File: src/rtl/detokenizer.sv
// Token-to-character detokenizer: looks up a vocab entry per token and streams its
// non-padding bytes most-significant first over a valid/ready character interface.
module detokenizer #(
  parameter int unsigned ADDR_WIDTH  = 4,
  parameter int unsigned WORD_LENGTH = 3,
  parameter int unsigned DATA_WIDTH  = 8,
  parameter int unsigned VOCAB_SIZE  = 12
) (
  input  logic                              clk,
  input  logic                              rst_n,
  input  logic                              token_valid,
  output logic                              token_ready,
  input  logic [ADDR_WIDTH-1:0]             token_id,
  output logic                              vocab_rd_en,
  output logic [ADDR_WIDTH-1:0]             vocab_addr,
  input  logic [WORD_LENGTH*DATA_WIDTH-1:0] vocab_data,
  output logic                              char_valid,
  input  logic                              char_ready,
  output logic [DATA_WIDTH-1:0]             char_data,
  output logic                              char_last,
  output logic                              err_invalid,
  output logic                              busy
);

  localparam int unsigned ENTRY_W = WORD_LENGTH * DATA_WIDTH;
  localparam int unsigned IDX_W   = (WORD_LENGTH > 1) ? $clog2(WORD_LENGTH) : 1;

  typedef enum logic [1:0] {IDLE, FETCH, LOAD, EMIT} state_t;

  state_t                  r_state;
  logic [ENTRY_W-1:0]      r_entry;
  logic [WORD_LENGTH-1:0]  r_mask;
  logic [IDX_W-1:0]        r_idx;
  logic                    r_token_ready;
  logic                    r_vocab_rd_en;
  logic [ADDR_WIDTH-1:0]   r_vocab_addr;
  logic                    r_char_valid;
  logic [DATA_WIDTH-1:0]   r_char_data;
  logic                    r_char_last;
  logic                    r_err;

  logic [WORD_LENGTH-1:0]  w_load_mask;
  logic [WORD_LENGTH-1:0]  w_rem;
  logic [WORD_LENGTH-1:0]  w_src_mask;
  logic [ENTRY_W-1:0]      w_src_data;
  logic [IDX_W-1:0]        w_nxt_idx;
  logic [DATA_WIDTH-1:0]   w_nxt_char;
  logic                    w_nxt_last;
  logic                    w_accept;
  logic                    w_tok_ok;

  assign w_accept = token_valid && r_token_ready;
  assign w_tok_ok = 32'(token_id) < VOCAB_SIZE;

  // Non-zero byte mask of the incoming entry; zero bytes are padding.
  always_comb begin
    w_load_mask = '0;
    for (int unsigned i = 0; i < WORD_LENGTH; i++) begin
      w_load_mask[i] = |vocab_data[i*DATA_WIDTH +: DATA_WIDTH];
    end
  end

  // Remaining bytes after the one currently presented.
  assign w_rem      = r_mask & ~(WORD_LENGTH'(1) << r_idx);
  assign w_src_mask = (r_state == LOAD) ? w_load_mask : w_rem;
  assign w_src_data = (r_state == LOAD) ? vocab_data : r_entry;

  // Pick the highest remaining byte; ascending scan leaves the top index.
  always_comb begin
    w_nxt_idx  = '0;
    w_nxt_char = '0;
    for (int unsigned i = 0; i < WORD_LENGTH; i++) begin
      if (w_src_mask[i]) begin
        w_nxt_idx  = IDX_W'(i);
        w_nxt_char = w_src_data[i*DATA_WIDTH +: DATA_WIDTH];
      end
    end
  end

  assign w_nxt_last = ((w_src_mask & ~(WORD_LENGTH'(1) << w_nxt_idx)) == '0);

  always_ff @(posedge clk or negedge rst_n) begin
    if (!rst_n) begin
      r_state       <= IDLE;
      r_entry       <= '0;
      r_mask        <= '0;
      r_idx         <= '0;
      r_token_ready <= 1'b0;
      r_vocab_rd_en <= 1'b0;
      r_vocab_addr  <= '0;
      r_char_valid  <= 1'b0;
      r_char_data   <= '0;
      r_char_last   <= 1'b0;
      r_err         <= 1'b0;
    end else begin
      r_err         <= 1'b0;
      r_vocab_rd_en <= 1'b0;
      case (r_state)
        IDLE: begin
          r_token_ready <= 1'b1;
          if (w_accept) begin
            if (w_tok_ok) begin
              r_state       <= FETCH;
              r_vocab_addr  <= token_id;
              r_vocab_rd_en <= 1'b1;
              r_token_ready <= 1'b0;
            end else begin
              r_err <= 1'b1;
            end
          end
        end
        FETCH: r_state <= LOAD;
        LOAD: begin
          r_entry <= vocab_data;
          r_mask  <= w_load_mask;
          if (w_load_mask == '0) begin
            r_err         <= 1'b1;
            r_state       <= IDLE;
            r_token_ready <= 1'b1;
          end else begin
            r_state      <= EMIT;
            r_idx        <= w_nxt_idx;
            r_char_valid <= 1'b1;
            r_char_data  <= w_nxt_char;
            r_char_last  <= w_nxt_last;
          end
        end
        EMIT: begin
          if (char_ready) begin
            if (w_rem == '0) begin
              r_state       <= IDLE;
              r_char_valid  <= 1'b0;
              r_char_data   <= '0;
              r_char_last   <= 1'b0;
              r_token_ready <= 1'b1;
            end else begin
              r_mask      <= w_rem;
              r_idx       <= w_nxt_idx;
              r_char_data <= w_nxt_char;
              r_char_last <= w_nxt_last;
            end
          end
        end
        default: r_state <= IDLE;
      endcase
    end
  end

  assign token_ready = r_token_ready;
  assign vocab_rd_en = r_vocab_rd_en;
  assign vocab_addr  = r_vocab_addr;
  assign char_valid  = r_char_valid;
  assign char_data   = r_char_data;
  assign char_last   = r_char_last;
  assign err_invalid = r_err;
  assign busy        = (r_state != IDLE);

endmodule

File: config.mk
export PLATFORM = sky130hd
export DESIGN_NAME = detokenizer
export DESIGN_NICKNAME = d
export VERILOG_FILES = /design/src/rtl/detokenizer.sv
export SDC_FILE = /design/constraint.sdc
export NUM_CORES = 1
export LEC_CHECK = 0
export BUFFER_PORTS_ARGS = -buffer_cell sky130_fd_sc_hd__buf_4
export CORE_UTILIZATION = 56
export DETAILED_ROUTE_END_ITERATION = 6
export GPL_TIMING_DRIVEN = 0
export HOLD_SLACK_MARGIN = 0.06
export PLACE_DENSITY = 0.81
export REMOVE_ABC_BUFFERS = 1
export SYNTH_ARGS = -nofsm -noshare
export SYNTH_HDL_FRONTEND = slang
export SYNTH_SLANG_ARGS = --single-unit
File: constraint.sdc
create_clock -name clk -period 4.4 [get_ports clk]
set_clock_uncertainty 0.05 [all_clocks]
set_input_delay 0.44 -clock clk [delete_from_list [all_inputs] [get_ports clk]]
set_output_delay 0.44 -clock clk [all_outputs]
set_load 0.1 [all_outputs]
==> summary.md, run 1 <==
| Metric | Value |
|---|---|
| Worst Setup Start Kind | register |
| Die area | 4570 um^2 |
| Crit path launch | r_state[0] |
| First-pass GRT wire length | 8.49 mm |
| Levels on crit path | 4 |
| Initial Utilization | 0.595 |
| Cell chosen for the clock root | clkbuf_8 |
| Worst setup EP type | register |
| Iteration count of the initial detailed-routing pass | 4 |
| Postcts setup bufs | 0 |
| Post-DR wirelength/cell | 15.1 um |
| Setup_tns | 0 ns |
| DR iter-0 viols | 106 |
| Vias | 2024 |
| Diodes inserted | 0 |
| Clock-pin slew on the worst setup and hold paths | 0.08 ns |
| DRC | 0 |
| Placed instance area | 2750 um^2 |
| Final Routed Wirelength | 5.28 mm |
| Share of layout cells above drive strength 1 | 0.221 |
| Netlist Area Pre-Place | 2410 um^2 |
| Clk sinks | 48 |
| CTS tree | done |
| CP required | 4.54 ns |
| Crit path max-delay family | compound AO/OA/AOI/OAI gates |
| Total of max-cap violations | 0 |
| Cell depth of the worst flop-to-flop path | 4 |
| Max clock buf depth | 2 |
| Total Routing Usage GR | 0.258 |
| Relative slew slack | 0.381 |
| Worst EP arrival | 3.09 ns |
| # nets final | 331 |
| Final ANT Viol Nets | 0 |
| Syn. warnings | 0 |
| HPWL Detailed | 3.70 mm |
| Io pins | 50 |
| Area Growth Syn to Fin | 17.0% |
| Largest cells by area after synthesis | dfrtp_1, nand2_1, a22oi_1 |
| Commonest non-fill, non-tap cells in the layout | nand2_1, buf_4, dfrtp_1 |
| CTS H-tree lvls | 2 |
| Fin crit share | 0.671 |
| Status | completed |
| GRT Residual Overflow | 0 |
| Yosys top cell by area | dfrtp_1 |
| Worst-Skew Late Latency | 0.30 ns |
| Final hold viol count | 0 |
| Achievable frequency | 0.339 GHz |
| Ys flop type | dfrtp_1 |
| Critical Path Max Stage Delay | 0.89 ns |
| Row cnt | 23 |
| Worst Hold Class | primary input to asynchronous set/reset pin |
| Worst path cell trace | and2b_2 > a41oi_2 > a21oi_1 > mux2_2 |
| Min Tclk post-route | 2.95 ns |
| Final core area utilization | 0.696 |
| CTS Buf Count | 5 |
| Die Wd | 67.6 um |
| Cells after synthesis | 259 |
| Register area share after synthesis | 0.498 |
| Bufs and invs on worst path | 0 |
| Initial antenna violation count | 0 |
| Setup ws final | 1.45 ns |
| Cell variety after synth | 41 |
| Vias per cell | 5.80 |
| Synth Register Bits | 48 |
| Post-synth EDFFs | 0 |
| Worst slew pin tran | 0.929 ns |
| WS Path Type | register to register |
| Final setup viols | 0 |
| Slowest library cell on the worst path | and2b_2 |
| RSZ-0062 raised after global routing | false |
| Finished Cell Area | 2820 um^2 |
| Largest net degree at the start of global routing | 49 |
| Async S/R FF share, synth | 1.00 |
| Worst slack, placed | 1.47 ns |
| CTS Hold Buffers Added | 0 |
| Reg-to-reg critical path startpoint | r_state[0] |
| Max-slew violations | 0 |
| Synth top area share | 0.498 |
| # resized after CTS | 0 |
| Synth Area per Inst | 9.31 um^2 |
| Worst-path fanout max | 48 |
| Vias in the first global route | 1843 |
| RePlAce Congestion | 0.828 |
| Commonest non-fill, non-tap cell in the layout | nand2_1 |
| # port buffers | 49 |
| CORE AREA | 4060 um^2 |
| Die Ht | 67.6 um |
## sequential cells by signal (all words and copies together), names as in the netlist
register     flops
char_data        8
char_last        1
char_valid       1
err_invalid      1
r_entry         24
r_idx            2
r_mask           3
r_state          2
token_ready      1
vocab_addr       4
vocab_rd_en      1
## layout make-up
class / count / area (um^2)
fillers: 350 / 1230
flip-flops and latches: 48 / 1200
multi-input cells: 191 / 1100
repair buffers: 49 / 368
clock buffers: 6 / 72.6
well taps: 50 / 62.6
inverters: 4 / 15.0
clock inverters: 1 / 5.00
## layer usage
layer  up-vias  track usage  share of wire
li1        991            -              -
met1       971        0.356           0.46
met2        56        0.399           0.47
met3         6       0.0608          0.053
met4         0       0.0798          0.012
met5         -            0              0
## cells in the mapped netlist (2+ instances only)
library cell   n
o22a_1         8
buf_6          4
nand2b_1       2
dfrtp_1       48
o21ai_0        5
nor3_1         2
a32o_1         8
a22o_1         2
nor4_2         2
a22oi_1       15
a21o_1         3
inv_1          4
o211ai_1       8
nand2_1       93
nor4_1         4
buf_2          7
nand3_1        2
a21oi_1        7
nor2_1        10
clkbuf_1       4
## final timing paths
path,endpoint,slack [ns]
worst max-delay path,r_idx[1],1.45
worst min-delay path,r_entry[7],0.09
worst max register to register,r_idx[1],1.45
worst min register to register,vocab_addr[1],0.43
max in group asynchronous,r_entry[13],3.80
min in group clk,vocab_addr[1],0.28
## stage by stage
step	std cells	hold slack, ns
floorplan	243	0.0944
global placement	342	0.408
detailed placement	342	0.413
CTS	349	0.110
global route	349	0.137
finish	349	0.0882
## cells by family after synthesis
kind of cell	count (synthesis)	share of synthesized area
AOI/OAI and AO/OA	63	0.208
adders and majority gates	1	0.00467
DFF	48	0.498
and+or+nand+nor	125	0.233
muxes	2	0.00882
buffers and inverters	20	0.0472
Power of run 1 is left out: the tool's default activity adds up to more than one toggle a clock period on the data nets, which glitch-free logic cannot reach.
==> run 2, diff against run 1 <==
CORE_UTILIZATION = 49   (was 56)
PLACE_DENSITY = 0.75   (was 0.81)
clock period = 2.55 ns   (was 4.4 ns; I/O delays follow)
==> run 2 against run 1 <==
First-iteration DRC count increased by 34%. Global-route usage decreased by 3.4 points. Via count decreased by 0.15%. Critical path depth increased by 1. Worst setup slack got worse by 1.3 ns. Utilization decreased by 8.5 points. Sequential cell count unchanged. Register-to-register slack got worse by 1.3 ns. Critical endpoint is now char_data[6].
==> summary.md, run 2 (same netlist as run 1, synthesis figures left out) <==
| Metric | Value |
|---|---|
| Status | completed |
| Critical Path Max Stage Delay | 0.65 ns |
| Worst-path fanout max | 24 |
| GRT Residual Overflow | 0 |
| Final hold viol count | 0 |
| Area Growth Syn to Fin | 19.7% |
| Commonest non-fill, non-tap cells in the layout | nand2_1, buf_4, dfrtp_1 |
| Total Routing Usage GR | 0.224 |
| RePlAce Congestion | 0.813 |
| Worst setup EP type | register |
| Largest net degree at the start of global routing | 49 |
| Commonest non-fill, non-tap cell in the layout | nand2_1 |
| DRC | 0 |
| Met1 WL | 2.57 mm |
| Vias per cell | 5.48 |
| Bufs and invs on worst path | 0 |
| Relative slew slack | 0.427 |
| Final setup viols | 0 |
| Worst path cell trace | and2b_4 > nor3b_2 > a22oi_1 > o2111ai_1 > a32o_1 |
| Clk sinks | 48 |
| Post-DR wirelength/cell | 15.0 um |
| Iteration count of the initial detailed-routing pass | 4 |
| CP required | 2.74 ns |
| Max reg flops | 24 |
| Vias | 2021 |
| Die Wd | 72.2 um |
| CORE AREA | 4720 um^2 |
| Final core area utilization | 0.611 |
| Initial antenna violation count | 0 |
| Final ANT Viol Nets | 0 |
| Die area | 5210 um^2 |
| Die Ht | 72.2 um |
| Diodes inserted | 0 |
| Worst Setup Start Kind | register |
| Min Tclk post-route | 2.40 ns |
| Postcts setup bufs | 0 |
| Worst slew pin tran | 0.860 ns |
| WHS | 0.0887 ns |
| Achievable frequency | 0.417 GHz |
| Fin crit share | 0.940 |
| Worst Hold Class | primary input to register |
| Finished Cell Area | 2890 um^2 |
| Share of layout cells above drive strength 1 | 0.232 |
| # nets final | 333 |
| Worst EP arrival | 2.59 ns |
| Crit path max-delay family | simple AND/OR/NAND/NOR gates |
| First-pass GRT wire length | 8.85 mm |
| Total of max-cap violations | 0 |
| Final Routed Wirelength | 5.54 mm |
| DR iter-0 viols | 142 |
| Placed instance area | 2770 um^2 |
| Vias in the first global route | 1844 |
| CTS Buf Count | 5 |
| Initial Utilization | 0.511 |
| WS Path Type | register to register |
| Worst-Skew Late Latency | 0.30 ns |
| RSZ-0062 raised after global routing | false |
| Clock-pin slew on the worst setup and hold paths | 0.08 ns |
| Io pins | 50 |
| CTS H-tree lvls | 2 |
| Max clock buf depth | 2 |
| Register with the highest flop count | r_entry |
| Highest routed layer | met4 |
| Max-slew violations | 0 |
| Met2 WL | 2.59 mm |
| Row cnt | 25 |
| Wire length on met3 | 284 um |
| HPWL Detailed | 3.66 mm |
| Cell chosen for the clock root | clkbuf_8 |
| Slowest library cell on the worst path | dfrtp_1 |
| CTS tree | done |
| # port buffers | 49 |
## run 2: worst paths after layout
check	from	to	slack [ns]	cells past startpoint
max	r_state[0]	char_data[6]	0.15	5
min	token_id[1]	vocab_addr[1]	0.09	3
max reg2reg	r_state[0]	char_data[6]	0.15	5
min reg2reg	r_entry[5]	r_entry[5]	0.43	2
max in group asynchronous	rst_n	r_entry[9]	1.59	2
min in group asynchronous	rst_n	r_entry[20]	0.45	2
## run 2: metrics by stage
step	cells	TNS, ns	setup slack [ns]
after global routing	369	0	0.0650
after global placement	359	-8.53	-0.895
after detailed placement	359	-2.55	-0.395
after floorplan	243	-0.416	-0.221
final	369	0	0.154
after CTS	368	0	0.0753
## run 2: area by class of cell
cell class,count,area (um^2)
sequential,48,1200
clock inverter,2,10.0
tap,67,83.8
inverter,4,15.0
timing repair buffer,50,378
fill,408,1840
multi-input combinational,192,1120
clock buffer,6,82.6
## run 2: per-layer routing
layer / global-route usage / up-vias
met5: 0 / -
met4: 0.0806 / 0
met3: 0.0514 / 7
met2: 0.333 / 55
met1: 0.322 / 963
li1: - / 996
## run 2: what timing repair did
action                                  CTS  global route
gates cloned                              0             1
hold endpoints to repair                 48             0
gates resized for setup                   2             1
pin swaps                                 0             0
hold buffers                              1             0
endpoints found under the setup margin   12             3
## run 2: worst register-to-register path, cell delays in order, from the launching register on
cell,delay [ns]
dfrtp_1,0.65
and2b_4,0.36
nor3b_2,0.59
a22oi_1,0.19
o2111ai_1,0.29
a32o_1,0.21
Power of run 2 is left out for the same reason.
==> run 3, diff against run 2 <==
ABC_AREA = 1   (was unset)
CORE_UTILIZATION = 48   (was 49)
SLEW_MARGIN = 40   (was unset)
==> run 3 against run 2 <==
Non-clock buffer count stayed put. Utilization is 0.91 points higher. Critical endpoint is now char_data[5]. Register-to-register slack better by 0.20 ns. Final cell count is 11% higher. Global-route usage is 0.12 points lower. Worst hold slack gained 0.012 ns. Area after synthesis down 5.0%. Die area fell by 3.0%. Sequential share of layout area rose by 1.7 points. Synthesized cell count increased by 18%. Highest routed layer unchanged. The run now ends with design-rule violations left.
==> summary.md, run 3 <==
| Metric | Value |
|---|---|
| Status | finished with violations |
| Violated checks | design-rule violations |
| Cell variety after synth | 19 |
| Area Growth Syn to Fin | 21.1% |
| Ys flop type | dfrtp_1 |
| Largest net degree at the start of global routing | 49 |
| Max reg flops | 24 |
| Worst Setup Start Kind | register |
| Total Routing Usage GR | 0.223 |
| Netlist Area Pre-Place | 2290 um^2 |
| Fill count | 425 |
| Vias | 2072 |
| Total of max-cap violations | 0 |
| Synth Register Bits | 48 |
| Achievable frequency | 0.456 GHz |
| Worst-Skew Late Latency | 0.30 ns |
| CP required | 2.75 ns |
| Iteration count of the initial detailed-routing pass | 6 |
| Async S/R FF share, synth | 1.00 |
| CTS tree | done |
| Min Tclk post-route | 2.19 ns |
| Final hold viol count | 0 |
| First-pass GRT wire length | 8.63 mm |
| Cells after synthesis | 305 |
| Max-slew violations | 0 |
| Die Ht | 71.1 um |
| Die Wd | 71.1 um |
| Vias per cell | 5.08 |
| # port buffers | 49 |
| Worst EP arrival | 2.39 ns |
| Largest cells by area after synthesis | dfrtp_1, nand2_1, nor2_1 |
| Worst setup EP type | register |
| Row cnt | 24 |
| CTS H-tree lvls | 2 |
| Post-DR wirelength/cell | 12.6 um |
| Clk sinks | 48 |
| Cell chosen for the clock root | clkbuf_8 |
| Synth Area per Inst | 7.51 um^2 |
| Multi-input logic area | 968 um^2 |
| Register with the highest flop count | r_entry |
| Syn. warnings | 0 |
| # nets final | 388 |
| Vias in the first global route | 1937 |
| Register area share after synthesis | 0.524 |
| DRC | 2 |
| Final ANT Viol Nets | 0 |
| Commonest non-fill, non-tap cells in the layout | nand2_1, buf_4, dfrtp_1 |
| Max clock buf depth | 2 |
| WHS | 0.100 ns |
| Commonest non-fill, non-tap cell in the layout | nand2_1 |
| Worst Hold Class | primary input to register |
| Final setup viols | 0 |
| Diodes inserted | 0 |
| Relative slew slack | 0.514 |
| WS Path Type | register to register |
| HPWL Detailed | 3.47 mm |
| Final Routed Wirelength | 5.15 mm |
| Most common cell in the netlist | nand2_1 |
| Top post-synthesis cells by count | nand2_1, dfrtp_1, nor2_1, inv_1, nand3_1 |
| Worst-path fanout max | 29 |
| Share of layout cells above drive strength 1 | 0.191 |
| Worst slew pin tran | 0.728 ns |
| Post-synth EDFFs | 0 |
| RSZ-0062 raised after global routing | false |
| Fin crit share | 0.860 |
| Synth top area share | 0.524 |
| Register area | 1200 um^2 |
| Initial antenna violation count | 0 |
| Io pins | 50 |
| Cell depth of the worst flop-to-flop path | 12 |
| DR iter-0 viols | 138 |
| Clock-pin slew on the worst setup and hold paths | 0.08 ns |
| GRT Residual Overflow | 0 |
| RePlAce Congestion | 0.834 |
| CORE AREA | 4470 um^2 |
| Yosys top cell by area | dfrtp_1 |
| Setup_tns | 0 ns |
| Die area | 5050 um^2 |
| Worst hold stages | 3 |
| Initial Utilization | 0.512 |
| Postcts setup bufs | 0 |
| CTS Buf Count | 5 |
## run 3: metal layers
layer,wire [um],up-vias,GRT usage
li1,-,1045,-
met1,2420,979,0.289
met2,2500,43,0.385
met3,194,5,0.0470
met4,38,0,0.0533
met5,0,-,0
## run 3: per-stage QoR
stage | cell area [um^2] | instances | worst slack [ns] | util
after CTS | 2770 | 408 | 0.291 | 0.620
after global routing | 2780 | 408 | 0.111 | 0.620
after detailed placement | 2680 | 399 | 0.0206 | 0.599
after global placement | 2680 | 399 | 0.00446 | 0.599
final | 2780 | 408 | 0.357 | 0.620
after floorplan | 2250 | 298 | 0.559 | -
## run 3: cells by family after synthesis
group	count (synthesis)	synth area share
and+or+nand+nor	209	0.368
DFF	48	0.524
buffers and inverters	29	0.0557
AOI/OAI and AO/OA	19	0.0519
## run 3: final cells by class
cell class / count / area share
Timing Repair Buffer: 50 / 0.136
Multi-Input combinational cell: 229 / 0.349
Sequential cell: 48 / 0.433
Clock inverter: 1 / 0.00180
Clock buffer: 6 / 0.0261
Tap cell: 52 / 0.0234
Inverter: 22 / 0.0307
## run 3: worst max-delay path, stage by stage, from the launching register on
cell and delay (ns):
dfrtp_1 0.41, inv_2 0.10, nor2_4 0.37, inv_4 0.22
nand2_1 0.13, nand2_2 0.25, inv_2 0.23, nand2_1 0.08
nand2_1 0.07, inv_1 0.04, nand2_1 0.06, nand2_1 0.05
nand2_1 0.06
## run 3: final timing paths
check / start / endpoint / slack (ns)
min in group asynchronous: rst_n / r_entry[18] / 0.46
hold / removal: token_id[1] / vocab_addr[1] / 0.10
hold reg to reg: r_entry[14] / r_entry[14] / 0.42
setup reg to reg: r_state[1] / char_data[5] / 0.36
setup / recovery: r_state[1] / char_data[5] / 0.36
max in group asynchronous: rst_n / char_data[6] / 1.58
## run 3: timing repair
| action | in CTS | in global routing |
|---|---|---|
| gates resized for setup | 0 | 2 |
| hold buffers | 1 | 0 |
| cloned | 1 | 0 |
| pin swaps | 1 | 0 |
| endpoints found under the hold margin | 48 | 0 |
| setup endpoints to repair | 7 | 2 |
Power of run 3 is left out for the same reason.
